**src/rtl/io_gpio_pkg.sv**
```systemverilog
// Shared constants for io_gpio: register map indices and address-field geometry.
package io_gpio_pkg;
   localparam int unsigned GPIO_BLK_LSB = 6;   // 64-byte block decode
   localparam int unsigned GPIO_IDX_W   = 4;

   localparam logic [GPIO_IDX_W-1:0] GPIO_OUT     = 4'd0;
   localparam logic [GPIO_IDX_W-1:0] GPIO_SET     = 4'd1;
   localparam logic [GPIO_IDX_W-1:0] GPIO_CLR     = 4'd2;
   localparam logic [GPIO_IDX_W-1:0] GPIO_TGL     = 4'd3;
   localparam logic [GPIO_IDX_W-1:0] GPIO_DIR     = 4'd4;
   localparam logic [GPIO_IDX_W-1:0] GPIO_IN      = 4'd5;
   localparam logic [GPIO_IDX_W-1:0] GPIO_RISE_EN = 4'd6;
   localparam logic [GPIO_IDX_W-1:0] GPIO_FALL_EN = 4'd7;
   localparam logic [GPIO_IDX_W-1:0] GPIO_FLAGS   = 4'd8;
endpackage

```
**src/rtl/io_gpio_sync.sv**
```systemverilog
// Pin synchroniser chain plus one-cycle-delayed copy for edge detection.
module io_gpio_sync #(
   parameter int unsigned WIDTH       = 8,
   parameter int unsigned SYNC_STAGES = 2
) (
   input  logic             i_clk,
   input  logic             i_rst_n,
   input  logic [WIDTH-1:0] i_gpio,
   output logic [WIDTH-1:0] o_s,
   output logic [WIDTH-1:0] o_rise,
   output logic [WIDTH-1:0] o_fall
);
   logic [SYNC_STAGES-1:0][WIDTH-1:0] r_chain;
   logic [WIDTH-1:0]                  r_p;

   always_ff @(posedge i_clk) begin
      if (!i_rst_n) begin
         r_chain <= '0;
         r_p     <= '0;
      end else begin
         r_chain <= {r_chain[SYNC_STAGES-2:0], i_gpio};
         r_p     <= r_chain[SYNC_STAGES-1];
      end
   end

   assign o_s    = r_chain[SYNC_STAGES-1];
   assign o_rise = o_s & ~r_p;
   assign o_fall = ~o_s & r_p;
endmodule

```
**src/rtl/io_gpio.sv**
```systemverilog
// Memory-mapped GPIO: decode, register file, registered read port and edge flags.
module io_gpio
   import io_gpio_pkg::*;
#(
   parameter int unsigned               WIDTH          = 8,
   parameter int unsigned               ADDR_BUS_WIDTH = 16,
   parameter logic [ADDR_BUS_WIDTH-1:0] BASE_ADDR      = 16'h0100,
   parameter int unsigned               SYNC_STAGES    = 2,
   parameter logic [WIDTH-1:0]          RESET_OUT      = '0
) (
   input  logic                      clk_i,
   input  logic                      rst_i,
   input  logic [ADDR_BUS_WIDTH-1:0] addr_i,
   input  logic [31:0]               data_i,
   input  logic                      wr_w_i,
   input  logic                      rd_w_i,
   output logic [31:0]               data_o,
   output logic                      data_rdy_o,
   input  logic [WIDTH-1:0]          gpio_i,
   output logic [WIDTH-1:0]          gpio_o,
   output logic [WIDTH-1:0]          gpio_oe_o,
   output logic                      int_o,
   input  logic                      int_ack_i
);
   logic [WIDTH-1:0] r_out, r_dir, r_rise_en, r_fall_en, r_flags;
   logic [31:0]      r_data;
   logic             r_rdy;

   logic                  w_sel, w_wr, w_rd;
   logic [GPIO_IDX_W-1:0] w_idx;
   logic [WIDTH-1:0]      w_wdata, w_s, w_rise, w_fall, w_clr;
   logic [31:0]           w_rdata;
   logic                  w_unused;

   io_gpio_sync #(.WIDTH(WIDTH), .SYNC_STAGES(SYNC_STAGES)) u_sync (
      .i_clk   (clk_i),
      .i_rst_n (rst_i),
      .i_gpio  (gpio_i),
      .o_s     (w_s),
      .o_rise  (w_rise),
      .o_fall  (w_fall)
   );

   assign w_sel   = (addr_i[ADDR_BUS_WIDTH-1:GPIO_BLK_LSB] == BASE_ADDR[ADDR_BUS_WIDTH-1:GPIO_BLK_LSB]);
   assign w_idx   = addr_i[GPIO_BLK_LSB-1:2];
   assign w_wr    = w_sel & wr_w_i;
   assign w_rd    = w_sel & rd_w_i;
   assign w_wdata = data_i[WIDTH-1:0];
   assign w_unused = &{1'b0, addr_i[1:0], data_i};

   // Ack clears everything; a FLAGS write clears the 1 bits. New edges win over clears.
   assign w_clr = ((w_wr && w_idx == GPIO_FLAGS) ? w_wdata : '0) | {WIDTH{int_ack_i}};

   always_comb begin
      w_rdata = '0;
      unique case (w_idx)
         GPIO_OUT, GPIO_SET, GPIO_CLR, GPIO_TGL: w_rdata[WIDTH-1:0] = r_out;
         GPIO_DIR:     w_rdata[WIDTH-1:0] = r_dir;
         GPIO_IN:      w_rdata[WIDTH-1:0] = w_s;
         GPIO_RISE_EN: w_rdata[WIDTH-1:0] = r_rise_en;
         GPIO_FALL_EN: w_rdata[WIDTH-1:0] = r_fall_en;
         GPIO_FLAGS:   w_rdata[WIDTH-1:0] = r_flags;
         default:      w_rdata = '0;
      endcase
   end

   always_ff @(posedge clk_i) begin
      if (!rst_i) begin
         r_out     <= RESET_OUT;
         r_dir     <= '0;
         r_rise_en <= '0;
         r_fall_en <= '0;
         r_flags   <= '0;
         r_data    <= '0;
         r_rdy     <= 1'b0;
      end else begin
         r_rdy   <= w_rd;
         r_data  <= w_rd ? w_rdata : 32'd0;
         r_flags <= (r_flags & ~w_clr) | (w_rise & r_rise_en) | (w_fall & r_fall_en);
         if (w_wr) begin
            unique case (w_idx)
               GPIO_OUT:     r_out     <= w_wdata;
               GPIO_SET:     r_out     <= r_out | w_wdata;
               GPIO_CLR:     r_out     <= r_out & ~w_wdata;
               GPIO_TGL:     r_out     <= r_out ^ w_wdata;
               GPIO_DIR:     r_dir     <= w_wdata;
               GPIO_RISE_EN: r_rise_en <= w_wdata;
               GPIO_FALL_EN: r_fall_en <= w_wdata;
               default: ;
            endcase
         end
      end
   end

   assign data_o     = r_data;
   assign data_rdy_o = r_rdy;
   assign gpio_o     = r_out;
   assign gpio_oe_o  = r_dir;
   assign int_o      = |r_flags;
endmodule

```
**config.mk**
```make
export PLATFORM = sky130hd
export DESIGN_NAME = io_gpio
export DESIGN_NICKNAME = d
export VERILOG_FILES = /design/src/rtl/io_gpio_pkg.sv /design/src/rtl/io_gpio_sync.sv /design/src/rtl/io_gpio.sv
export SDC_FILE = /design/constraint.sdc
export NUM_CORES = 1
export LEC_CHECK = 0
export BUFFER_PORTS_ARGS = -buffer_cell sky130_fd_sc_hd__buf_2
export CORE_MARGIN = 4
export CORE_UTILIZATION = 52
export DETAILED_ROUTE_END_ITERATION = 7
export PLACE_DENSITY_LB_ADDON = 0.3
export RECOVER_POWER = 25
export SETUP_SLACK_MARGIN = 0.1
export SYNTH_ARGS = -nofsm -noshare
export SYNTH_HDL_FRONTEND = slang
export SYNTH_SLANG_ARGS = --single-unit
```
**constraint.sdc**
```tcl
create_clock -name clk_i -period 1.75 [get_ports clk_i]
set_input_delay 0.0875 -clock clk_i [delete_from_list [all_inputs] [get_ports clk_i]]
set_output_delay 0.0875 -clock clk_i [all_outputs]
set_load 0.05 [all_outputs]
```
# After elaboration in Yosys (flattened, before gate mapping)

Index checks and enable logic that the tools add are counted.

Equality and inequality tests: 9
Multiplexer cells: 3
Bitwise logic cells: 17
Reductions and logical operators: 10

Operator list:

| operator            | count |
|---|---|
| $and 8x8->8         | 6 |
| $pmux 8 s6          | 1 |
| $not 8->8           | 4 |
| $or 8x8->8          | 4 |
| $pmux 8 s4          | 1 |
| $eq 4x3->1 const B  | 4 |
| $eq 10x3->1 const B | 1 |
| $reduce_and 2->1    | 5 |
| $eq 4x2->1 const B  | 2 |
| $mux 8              | 1 |
| $reduce_or 8->1     | 1 |
| $xor 8x8->8         | 1 |
| $eq 4x1->1 const B  | 1 |
| $eq 4x4->1 const B  | 1 |
| $logic_not 4->1     | 1 |
| $reduce_bool 4->1   | 1 |
| $reduce_or 4->1     | 1 |
| $and 1x1->1         | 2 |
| $logic_and 1x1->1   | 1 |

Flip-flop bits (word level): 97
Input bits: 61
Output and inout bits: 50
Word-level logic and storage cells: 50

# Logic depth before layout (Yosys ltp)

Word-level depth: 9
Gate-level depth with buffers: 6
Depth with buffers taken out: 6

# By module

A second synthesis with hierarchy kept.

Cells, all modules: 421
Area, all modules: 3767.4 um^2

By module, submodules not included:

| module       | instances | cells an instance | area each (um^2) | sequential area each (um^2) |
|---|---|---|---|---|
| io_gpio      | 1         | 347               | 2942.8           | 980.9 |
| io_gpio_sync | 1         | 74                | 824.5            | 480.5 |

# Worst setup path after synthesis

No wires, ideal clock.

Path kind: input port to flip-flop
Start point: input port addr_i[11]
End point: register r_flags[0]
Library setup time: 0.115 ns
Data arrival time: 1.435 ns
Data required time: 1.635 ns
Path slack: 0.200 ns
Stages: 4
Buffers on the path: 0
Cell sequence: or4_4 nor4_4 a311oi_1 o21a_1

Longest elaborated chain between the ends: 9

Ends and longest elaborated chain:

| what                    | line          | text |
|---|---|---|
| start: declaration      | io_gpio.sv:13 | `input logic [ADDR_BUS_WIDTH-1:0] addr_i,` |
| $eq 10x3->1             | io_gpio.sv:44 | `assign w_sel = (addr_i[ADDR_BUS_WIDTH-1:GPIO_BLK_LSB] == BASE_ADDR[ADDR_BUS_WIDTH-1:GPIO_BLK_LSB]);` |
| $and 1x1->1             | io_gpio.sv:46 | `assign w_wr = w_sel & wr_w_i;` |
| $logic_and 1x1->1       | io_gpio.sv:52 | `assign w_clr = ((w_wr && w_idx == GPIO_FLAGS) ? w_wdata : '0) \| {WIDTH{int_ack_i}};` |
| $mux 8                  | io_gpio.sv:52 |  |
| $or 8x8->8              | io_gpio.sv:52 |  |
| $not 8->8               | io_gpio.sv:79 | `r_flags <= (r_flags & ~w_clr) \| (w_rise & r_rise_en) \| (w_fall & r_fall_en);` |
| $and 8x8->8             | io_gpio.sv:79 |  |
| $or 8x8->8 (2 in a row) | io_gpio.sv:79 |  |
| end signal: assignment  | io_gpio.sv:79 |  |
| end: declaration        | io_gpio.sv:25 | `logic [WIDTH-1:0] r_out, r_dir, r_rise_en, r_fall_en, r_flags;` |

Every way passes these cells.
A chain may end at the register's enable or synchronous reset.

# Worst setup path in the final report

Start point: register r_flags[1]
End point: output port int_o

Longest elaborated chain between the ends: 1

Ends and longest elaborated chain:

| what             | line          | text |
|---|---|---|
| $reduce_or 8->1  | io_gpio.sv:99 | `assign int_o = \|r_flags;` |
| end: declaration | io_gpio.sv:22 | `output logic int_o,` |

Every way passes these cells.

==> metrics.md <==
| Metric | Value |
|---|---|
| Synthesized area | 0.00369 mm^2 |
| Post-Syn Instances | 403 |
| Die area | 0.00851 mm^2 |
| #FFs+latches synth | 73 |
| I/O Buffers | 60 |
| Pin slew with the least headroom to its limit | ~890 ps |
| Avg Synthesized Cell Area | around 9.2 um^2 |
| Area delta synth->final | 19.2% |
| Final setup viols | 0 |
| Via count | just over 3000 |
| Critical R2R Launch | gpio_o[1] |
| First-pass GRT wire length | 14.1 mm |
| Chip Width | 92.3 um |
| # Max-Cap Violations | 0 |
| Power, Total | 3.42 mW |
| Ports | about 110 |
| Root Driver | clkbuf_8 |
| Yosys warns | 0 |
| Status | finished, final reports clean |
| Critical path class | reg -> out |
| Routability Congestion | 0.805 |
| Worst Path Required | around 1700 ps |
| CTS H-Tree Depth | 3 |
| Vias in the first global route | between 2000 and 3000 |
| Top post-synthesis cells by area | dfxtp_1, mux2i_1, ha_1, nand2_1, buf_4 |
| Worst Hold Class | in -> reg |
| Startpoint types | register |
| Peak supply drop | 622 uV |
| Hold Startpoint | addr_i[9] |
| Initial antenna violation count | 0 |
| Synth async-reset ratio | 0 |
| Number of detailed-route iterations in the first pass | 4 |
| Commonest non-fill, non-tap cells in the layout | dfxtp_1, buf_2, nand2_1 |
| GRT overflow | 0 |
| Crit-path cells | nor4_1 > nand2_1 > buf_2 |
| Final Cycle Share | 0.827 |
| Worst Path Max Fanout | 3 |
| Initial Util | 0.540 |
| Fmax | ~0.7 GHz |
| Reg clk slew, reported paths | roughly 80 ps |
| Worst stage delay on the critical path | approximately 340 ps |
| Clock latency on the worst-skew pair | 350 ps |
| Final Hold Viols | 0 |
| Final WL | 8.42 mm |
| Hold slack | 43.9 ps |
| Top_reg_cell synth | dfxtp_1 |
| CP max stage cell | dfxtp_1 |
| Most common cell after layout, fill and taps aside | dfxtp_1 |
| Register area share after synthesis | 0.396 |
| Setup crit end kind | primary output |
| WP data arrival | about 1400 ps |
| RSZ-0062 raised after global routing | no |
| Std cell rows | 30 |
| Final Max Slew Viols | 0 |
| Synth unique cells | 39 |
| CP startpoint | r_flags[1] |
| Core ar. | 0.00683 mm^2 |
| Number of diodes | 0 |
| Drt drc | 0 |
| Routed vias/inst | 5.20 |
| TritonCTS Buffers | 9 |
| Multi-input gate area | ~0.0020 mm^2 |
| Synth top area share | 0.396 |
| Final nets | about 560 |
| CTS tree | yes |
| Slew headroom | 0.406 |
| Die H | approximately 90 um |
| Area leader, netlist | dfxtp_1 |
| Fillers | 602 |
| Largest net degree at the start of global routing | 54 |
| GRT Total Usage | 0.207 |
| Initial drt markers | 253 |
| Tmin final | 1450 ps |
| Skew final | 5.25 ps |
| Detailed Place HPWL | 6.21 mm |
| Clock sink count | between 70 and 80 |
| Lkg Pwr | approximately 2.0 nW |
| Register area | 0.00146 mm^2 |
| Pwr dens | 777 mW/mm^2 |
| Routed Antenna Nets | 0 |
| WL/cell | 14.5 um |
| EDFF count, synth | 0 |
| Share of cells above drive strength 1 | 0.227 |
| Clock tree buffer depth | 2 |
## worst max-delay path: cells and delay by family (launching register included)
| family | cells | cell delay [ps] |
|---|---|---|
| DFF | 1 | 340 |
| buffers and inverters | 1 | 230 |
| and+or+nand+nor | 2 | 430 |
## cells in the mapped netlist, types with 2 or more instances
library cell / count
o2bb2ai_1: 4
buf_2: 2
nor2b_1: 3
mux2i_1: 36
o21a_1: 8
nand2b_1: 8
buf_1: 4
and2_1: 24
dfxtp_1: 73
nand2_2: 3
mux2_2: 4
nor4_4: 2
o21ai_0: 16
nand3b_1: 9
a311oi_1: 8
or2_2: 2
a22oi_1: 16
nand3_1: 8
a22o_1: 4
a21o_1: 8
clkbuf_1: 14
a21oi_1: 8
nand2_1: 51
inv_1: 25
nor4_1: 2
buf_4: 24
nor2_1: 3
ha_1: 16
o22ai_1: 8
## registers in the layout (all words and copies together) (netlist names)
signal          count
gpio_o              8
u_sync.r_chain      8
u_sync.r_p          8
r_fall_en           8
data_rdy_o          1
gpio_oe_o           8
r_flags             8
u_sync.o_s          8
data_o              8
r_rise_en           8
## cell type report
type | instances | share of cell area
clock buffer | 9 | 0.0281
inverter | 25 | 0.0213
multi-input combinational | 284 | 0.447
sequential | 73 | 0.332
clock inverter | 7 | 0.0176
timing repair buffer | 87 | 0.127
tap | 96 | 0.0273
## where the power goes
part / switching (mW) / internal (mW)
clock: 0.669 / 0.673
sequential: 0.0118 / 1.68
combinational: 0.266 / 0.119
## cells by family (layout without fill, tap and decap cells)
family / Yosys count / count (layout) / share of synthesized area
compound gates: 82 / 82 / 0.154
fa+ha+maj: 16 / 16 / 0.0542
flops: 73 / 73 / 0.396
other cells: 1 / 24 / 0.00102
buf+inv: 69 / 128 / 0.0952
simple gates: 122 / 122 / 0.190
mux: 40 / 40 / 0.110
## routing by layer
| layer | vias to the layer above | part of all wire | track usage |
|---|---|---|---|
| li1 | 1501 | - | - |
| met3 | 13 | 0.070 | 0.0550 |
| met2 | 112 | 0.46 | 0.335 |
| met1 | 1393 | 0.46 | 0.271 |
| met4 | 0 | 0.012 | 0.0594 |
| met5 | - | 0 | 0 |
## worst paths after layout
path / cells past startpoint / slack [ps] / endpoint
worst max-delay path: 3 / 300 / int_o
worst min register to register: 1 / 440 / u_sync.o_s[1]
worst min-delay path: 3 / 40 / data_rdy_o
worst max register to register: 6 / 460 / gpio_o[1]
## timing repair
item / CTS / global route
hold endpoints to repair: 9 / 0
buffers inserted: 0 / 0
endpoints found under the setup margin: 0 / 0
hold buffers: 9 / 0
gates resized for setup: 0 / 0
## metrics by stage
step | utilization | cells | worst slack [ps] | instance area [um^2] | setup TNS (ps)
after CTS | 0.645 | 581 | 287 | 4410 | 0
after global routing | 0.644 | 581 | 275 | 4400 | 0
after global placement | 0.602 | 556 | 14.3 | 4110 | 0
final | 0.644 | 581 | 303 | 4400 | 0
after detailed placement | 0.602 | 556 | -28.0 | 4110 | -54.0
after floorplan | - | 426 | 200 | 3780 | 0
Power figures use the tool's default switching activity.
